### config.mk
export PLATFORM = sky130hd
export DESIGN_NAME = detect_event_logger
export DESIGN_NICKNAME = d
export VERILOG_FILES = /design/src/rtl/detect_event_logger.sv
export SDC_FILE = /design/constraint.sdc
export NUM_CORES = 1
export LEC_CHECK = 0
export ABC_CLOCK_PERIOD_IN_PS = 2190
export CAP_MARGIN = 15
export CORE_ASPECT_RATIO = 0.9
export CORE_MARGIN = 2
export CORE_UTILIZATION = 50
export CTS_CLUSTER_SIZE = 20
export DETAILED_ROUTE_END_ITERATION = 10
export PLACE_DENSITY = 0.72
export SLEW_MARGIN = 0
export SYNTH_ARGS = -nofsm -noshare
export SYNTH_HDL_FRONTEND = slang
export SYNTH_SLANG_ARGS = --single-unit
### constraint.sdc
create_clock -name clk -period 2.19 [get_ports clk]
set_input_delay 0.5475 -clock clk [delete_from_list [all_inputs] [get_ports clk]]
set_output_delay 0.5475 -clock clk [all_outputs]
set_load 0.01 [all_outputs]
### src/rtl/detect_event_logger.sv
// Timestamps detector strobes against a free-running counter, buffers them in a
// small FIFO drained over valid/ready, and keeps saturating capture/drop totals.
module detect_event_logger #(
    parameter int unsigned TS_W  = 16,
    parameter int unsigned DEPTH = 8,
    parameter int unsigned CNT_W = 16
) (
    input  logic                     clk,
    input  logic                     rst,
    input  logic                     detected,
    input  logic                     enable,
    input  logic                     clear,
    output logic                     ev_valid,
    input  logic                     ev_ready,
    output logic [TS_W-1:0]          ev_ts,
    output logic [$clog2(DEPTH):0]   fifo_level,
    output logic [CNT_W-1:0]         event_count,
    output logic [CNT_W-1:0]         drop_count,
    output logic                     overflow
);

    localparam int unsigned PTR_W = $clog2(DEPTH);
    localparam int unsigned LVL_W = PTR_W + 1;

    logic [TS_W-1:0]  ts_q,          ts_d;
    logic [PTR_W-1:0] wr_ptr_q,      wr_ptr_d;
    logic [PTR_W-1:0] rd_ptr_q,      rd_ptr_d;
    logic [LVL_W-1:0] level_q,       level_d;
    logic [TS_W-1:0]  mem_q [DEPTH];
    logic [TS_W-1:0]  mem_d [DEPTH];
    logic [CNT_W-1:0] event_count_q, event_count_d;
    logic [CNT_W-1:0] drop_count_q,  drop_count_d;
    logic             overflow_q,    overflow_d;
    logic             ev_valid_q,    ev_valid_d;
    logic [TS_W-1:0]  ev_ts_q,       ev_ts_d;

    logic ev_c, pop_c, full_c, push_c, drop_c;

    // Handshake qualifiers for the current cycle.
    always_comb begin
        ev_c   = detected & enable;
        pop_c  = ev_valid_q & ev_ready;
        full_c = (level_q == LVL_W'(DEPTH));
        push_c = ev_c & (~full_c | pop_c);
        drop_c = ev_c & full_c & ~pop_c;
    end

    // Next-state: FIFO bookkeeping, counters, and the registered head view.
    always_comb begin
        ts_d          = ts_q + TS_W'(1);
        wr_ptr_d      = wr_ptr_q;
        rd_ptr_d      = rd_ptr_q;
        level_d       = level_q;
        mem_d         = mem_q;
        event_count_d = event_count_q;
        drop_count_d  = drop_count_q;
        overflow_d    = overflow_q;
        ev_valid_d    = 1'b0;
        ev_ts_d       = ev_ts_q;

        if (clear) begin
            wr_ptr_d      = '0;
            rd_ptr_d      = '0;
            level_d       = '0;
            event_count_d = '0;
            drop_count_d  = '0;
            overflow_d    = 1'b0;
        end else begin
            if (push_c) begin
                mem_d[wr_ptr_q] = ts_q;
                wr_ptr_d        = wr_ptr_q + PTR_W'(1);
                if (event_count_q != {CNT_W{1'b1}}) begin
                    event_count_d = event_count_q + CNT_W'(1);
                end
            end
            if (drop_c) begin
                overflow_d = 1'b1;
                if (drop_count_q != {CNT_W{1'b1}}) begin
                    drop_count_d = drop_count_q + CNT_W'(1);
                end
            end
            if (pop_c) begin
                rd_ptr_d = rd_ptr_q + PTR_W'(1);
            end
            case ({push_c, pop_c})
                2'b10:   level_d = level_q + LVL_W'(1);
                2'b01:   level_d = level_q - LVL_W'(1);
                default: level_d = level_q;
            endcase
            ev_valid_d = (level_d != '0);
            // A push landing on the new head slot bypasses the array this cycle.
            if (push_c && (wr_ptr_q == rd_ptr_d)) begin
                ev_ts_d = ts_q;
            end else begin
                ev_ts_d = mem_q[rd_ptr_d];
            end
        end
    end

    always_ff @(posedge clk) begin
        if (rst) begin
            ts_q          <= '0;
            wr_ptr_q      <= '0;
            rd_ptr_q      <= '0;
            level_q       <= '0;
            event_count_q <= '0;
            drop_count_q  <= '0;
            overflow_q    <= 1'b0;
            ev_valid_q    <= 1'b0;
            ev_ts_q       <= '0;
            for (int i = 0; i < DEPTH; i++) begin
                mem_q[i] <= '0;
            end
        end else begin
            ts_q          <= ts_d;
            wr_ptr_q      <= wr_ptr_d;
            rd_ptr_q      <= rd_ptr_d;
            level_q       <= level_d;
            event_count_q <= event_count_d;
            drop_count_q  <= drop_count_d;
            overflow_q    <= overflow_d;
            ev_valid_q    <= ev_valid_d;
            ev_ts_q       <= ev_ts_d;
            for (int i = 0; i < DEPTH; i++) begin
                mem_q[i] <= mem_d[i];
            end
        end
    end

    assign ev_valid    = ev_valid_q;
    assign ev_ts       = ev_ts_q;
    assign fifo_level  = level_q;
    assign event_count = event_count_q;
    assign drop_count  = drop_count_q;
    assign overflow    = overflow_q;

endmodule

Yosys cells after proc, flatten, opt, wreduce, memory -nomap -nowiden
Index checks and enable logic that the tools add are counted.
- flip-flop bits (word level): 204
- latch bits: 0
- memory bits (writable): 0
- ROM bits: 0
- bits of input ports: 6
- output and inout port bits: 54
- word-level logic and storage cells: 62
- memories: 0
- $add $sub $neg: 7
- multipliers: 0
- divide/modulo/power cells: 0
- order comparisons: 3
- eq/ne operators: 6
- shift operators: 0
- multiplexer cells: 11
- bitwise gates (word level): 11
- reductions and logical operators: 7
- operators with widths (cell ; number):
    $bwmux 128 ; 1
    $mux 16 ; 4
    $add 16x1->16 const B ; 3
    $bmux 16 s3 ; 1
    $demux 16 s3 ; 1
    $ne 16x16->1 const B ; 2
    $ge 4x4->1 const B ; 2
    $not 3->4 ; 2
    $pmux 4 s2 ; 1
    $add 3x1->3 const B ; 2
    $mux 3 ; 2
    $reduce_and 2->1 ; 3
    $and 1x1->1 ; 5
    $add 4x1->4 const B ; 1
    $eq 4x4->1 const B ; 1
    $lt 4x1->1 const B ; 1
    $mux 4 ; 1
    $reduce_bool 4->1 ; 1
    $sub 4x1->4 const B ; 1
    $eq 3x3->1 ; 1
    $not 1->1 ; 3
    $eq 2x1->1 const B ; 1
    $eq 2x2->1 const B ; 1
    $logic_and 1x1->1 ; 2
    2 further kinds ; 2

Longest topological paths before layout
- depth in word-level cells: 8
- mapped depth: 9
- gate-level depth less buffers: 8

Least setup slack after synthesis
No wires, ideal clock.
- kind: input to register
- start point: input ev_ready
- end point: register ev_ts_q[10] (netlist: ev_ts[10])
- library setup time: 0.119 ns
- arrival time: 2.022 ns
- data required time: 2.071 ns
- setup slack: 0.049 ns
- stages: 8
- path buffers: 3
- cell sequence: buf_4 -> and2_1 -> xnor3_1 -> o211ai_1 -> or3_1 -> buf_2 -> buf_6 -> o221a_2
- longest elaborated chain between the ends: 8
- elaborated cells on any way between the ends: 12
- those cells by class: eq/ne: 1; mux: 6; bitwise: 4; reduce/logical: 1
- ends and longest elaborated chain (what ; line ; text):
    start, declared ; 14 ; input logic ev_ready,
    $and 1x1->1 * ; 42 ; pop_c = ev_valid_q & ev_ready;
    $mux 3 ; 82 ; if (pop_c) begin
    $mux 3 ; 61 ; if (clear) begin
    $not 3->4 (not written as such) ; 95 ; ev_ts_d = mem_q[rd_ptr_d];
    $bmux 16 s3 ; 95 ;
    $mux 16 (not written as such) (2 in a row) ; 95 ;
    $mux 16 * ; 92 ; if (push_c && (wr_ptr_q == rd_ptr_d)) begin
    end signal, assigned ; 123 ; ev_ts_q <= ev_ts_d;
    end, declared ; 35 ; logic [TS_W-1:0] ev_ts_q, ev_ts_d;
Every way passes the cells marked *; elsewhere a longest branch is shown, timed or not. The select of a mux whose other input is x is not followed.
A chain may end at the register's enable or synchronous reset.

Final worst setup path
- start point: register rd_ptr_q[1]
- end point: register ev_ts_q[5] (netlist: ev_ts[5])
- longest elaborated chain between the ends: 8
- elaborated cells on any way between the ends: 10
- those cells by class: add/sub: 1; eq/ne: 1; mux: 6; bitwise: 1; reduce/logical: 1
- ends and longest elaborated chain (what ; line ; text):
    start, declared ; 27 ; logic [PTR_W-1:0] rd_ptr_q, rd_ptr_d;
    start signal, assigned ; 117 ; rd_ptr_q <= rd_ptr_d;
    $add 3x1->3 ; 83 ; rd_ptr_d = rd_ptr_q + PTR_W'(1);
    $mux 3 * ; 82 ;
    $mux 3 * ; 61 ;
    $not 3->4 (not written as such) ; 95 ;
    $bmux 16 s3 ; 95 ;
    $mux 16 (not written as such) (2 in a row) ; 95 ;
    $mux 16 * ; 92 ;
Marks and branches as above.

==> run_results.csv <==
group,metric,value,unit
timing,fin_setup_tns,0,ns
timing,max_clock_freq,466.1,MHz
critical_path,required,2.58,ns
route,first_pass_iters,5,
grt,grt_first_pass_wirelength,39190,um
hold_path,min_path_type,"input pin to flip-flop",
layout,stdcell_area,0.01171,sq mm
layout,final_cell_count_no_fill,1413,
route,drt-total-wl,24640,um
layout,num-nets-final,1166,
layout,diodes,0,
pwr,peakVddDrop,0.4845,mV
placed_design,globalplace.congestion,0.8326,
die,die_h,134.9,um
cts,cts_hold_buffers,0,
synth,syn_area,0.009515,sq mm
grt,first_global_vias,7525,
die,die_area,0.02015,sq mm
grt,grt-ovfl-total,0,
grt,grt_antenna_before_repair,0,
cts,clock_sinks,204,
critical_path,arrival,2.53,ns
critical_path,cp-start-kind,"flip-flop",
timing,skew,0.01898,ns
synth,synth_cell_types,68,
synth,synthFlopType,"dfxtp_1",
die,core-area,0.01852,sq mm
cts,max-clock-path-buffers,3,
timing,rsz0062_at_grt,"yes",
synth,ys_ff_latch,204,
timing,fin_crit_sh,0.9796,
grt,grt.total_usage,0.2415,
timing,report.final.slew_viol_count,0,
critical_path,crit_chain,"ha_1 > and3_1 > a211oi_2 > o211ai_1 > or3_1 > buf_12 > o221a_2",
die,die_x,149.4,um
cts,numCtsBuffers,22,
critical_path,path_max_fanout,16,
route,ant_nets,0,
timing,tightest_slew,0.6599,ns
placed_design,io_buffers,59,
timing,max_slew_margin,0.5600,
critical_path,setup.worst_path.end_class,"flip-flop",
synth,synth_nets,1082,
layout,post-route-util,0.6322,
route,dr_total_vias,8118,
placed_design,dp_slack,-0.6051,ns
synth,yosysWarningCount,0,
route,avgRoutedWirePerCell,17.44,um
critical_path,cp_slowest_cell,"or3_1",
route,drc_errors,0,
cts,cts_tree,"built",
timing,worst_slack,0.04471,ns
route,via_per_inst,5.745,
placed_design,placed_cells,1375,
synth,synth-edff-count,0,
cts,postCtsSetupRepairBufs,0,
cts,h-tree-depth,1,
die,rows,47,
cts,cts.clk_slew.worst_paths,0.06,ns
pwr,power_density,692.0,mW/mm^2
synth,syn_area_per_cell,8.893,sq um
timing,finalHoldViolCount,0,
timing,hold-worst-slack,0.2739,ns
pwr,leakage,4.821,nW
synth,yosysSeqAreaShare,0.4292,
outcome,outcome,"completed",
cts,clock_latency,0.51,ns
pwr,design_power_total,8.103,mW
critical_path,max_stage_delay,0.36,ns
die,io_pins,60,
synth,async_reset_ff_frac,0,
critical_path,path_class,"flip-flop to flip-flop",
layout,drive_gt1_frac,0.1575,
route,drtIter0Drc,580,
timing,setup_violations,0,
placed_design,dp_hpwl,15530,um
timing,period_minus_slack,2.145,ns
layout,fillers,1587,
synth,synth_cells,1070,
die,start_util,0.5137,
grt,grt_max_degree,98,
layout,area_growth_syn_to_layout,23.06,%
critical_path,crit_family,"compound AO/OA/AOI/OAI gates",
cts,ctsRootBufferMaster,"clkbuf_16",
placed_design,postPlaceCellArea,0.01086,sq mm
critical_path,crit_buf_inv,1,
flow_run,maxCapViolCount,0,
-- power by group --
group	internal, mW	switching (mW)	leakage (nW)
Clock	2.36	1.50	0.384
Sequential	3.74	0.0292	1.65
Combinational	0.198	0.274	2.79
Total	6.30	1.80	4.82
-- layout by cell type (no fill, tap or decap), drive strengths merged, types with 3 or more instances in the layout --
master	n
or2	3
and3	56
nand4	12
xor2	17
bufinv	3
a31oi	3
a21oi	76
dfxtp	204
clkinv	8
nand3	59
clkbuf	27
or3	4
o211ai	3
buf	93
inv	20
nor3	9
a211oi	55
o21ai	7
ha	6
nor3b	4
mux2i	96
xnor2	27
clkdlybuf4s50	57
nor2	139
and2	5
nor4b	3
nor4	10
and4	5
o221a	16
a2111oi	15
nand2	97
-- cells in the mapped netlist, drive strengths merged, types with 3 or more instances --
cell type / instances / share of area
o221a: 16 / 0.019
nor2: 139 / 0.055
and2: 5 / 0.0033
a31oi: 3 / 0.0020
nor4: 10 / 0.0066
and4: 5 / 0.0046
nand2: 97 / 0.039
buf: 31 / 0.024
nand4: 12 / 0.0085
ha: 6 / 0.0079
or2: 3 / 0.0020
nand3: 59 / 0.033
a2111oi: 15 / 0.019
nor3b: 4 / 0.0049
and3: 56 / 0.037
a21oi: 76 / 0.041
mux2i: 96 / 0.10
inv: 20 / 0.0079
o211ai: 3 / 0.0024
xnor2: 27 / 0.025
xor2: 17 / 0.016
o21ai: 7 / 0.0037
nor3: 9 / 0.0053
a211oi: 55 / 0.045
or3: 4 / 0.0026
nor4b: 3 / 0.0050
clkbuf: 60 / 0.024
dfxtp: 204 / 0.43
-- layer usage --
| metal | wire length [um] | up-vias | global-route usage | part of all wire |
|---|---|---|---|---|
| li1 | - | 3966 | - | - |
| met1 | 11220 | 3832 | 0.3389 | 0.46 |
| met2 | 11010 | 261 | 0.3759 | 0.45 |
| met3 | 1607 | 59 | 0.03784 | 0.065 |
| met4 | 804 | 0 | 0.09048 | 0.033 |
| met5 | 0 | - | 0 | 0 |
-- cells by family (layout without fill, tap and decap cells) --
family	count (synthesis)	after routing	share of synthesized area
xor gates and xnor gates	45	45	0.04366
AOI/OAI and AO/OA	194	194	0.1498
muxes	96	96	0.1010
and+or+nand+nor	414	414	0.2130
adders and majority gates	6	6	0.007889
DFF	204	204	0.4292
buffers and inverters	111	209	0.05549
-- final timing paths --
check | startpoint | end | slack, ns | cells past startpoint
worst min-delay path | rst | mem_q[3] | 0.27 | 2
worst max-delay path | rd_ptr_q[1] | ev_ts[5] | 0.04 | 7
worst max register to register | rd_ptr_q[1] | ev_ts[5] | 0.04 | 7
worst min register to register | mem_q[88] | mem_q[88] | 0.45 | 2
-- timing repair --
item / in CTS / in global routing
pin swaps: 0 / 3
gates resized for setup: 3 / 15
setup endpoints to repair: 5 / 17
-- area by class of cell --
class,instances,area (sq um),share of cell area
Sequential cell,204,4088,0.3491
Tap cell,245,306.5,0.02618
Inverter,20,75.07,0.006411
Multi-Input combinational cell,755,4989,0.4260
Clock inverter,11,141.4,0.01207
Timing Repair Buffer,151,1491,0.1274
Clock buffer,27,619.3,0.05289
-- worst register-to-register path, cell delays in order, from the launching register on --
cell	delay [ns]
dfxtp_1	0.32
ha_1	0.32
and3_1	0.22
a211oi_2	0.22
o211ai_1	0.13
or3_1	0.36
buf_12	0.18
o221a_2	0.28
-- sequential cells by signal, summed over array words and instances (netlist names), 3 cells and up --
register / cells
mem_q: 128
ts_q: 16
event_count: 16
wr_ptr_q: 3
ev_ts: 16
drop_count: 16
rd_ptr_q: 3
fifo_level: 4
Note: power is estimated with default switching activity, not from simulation.
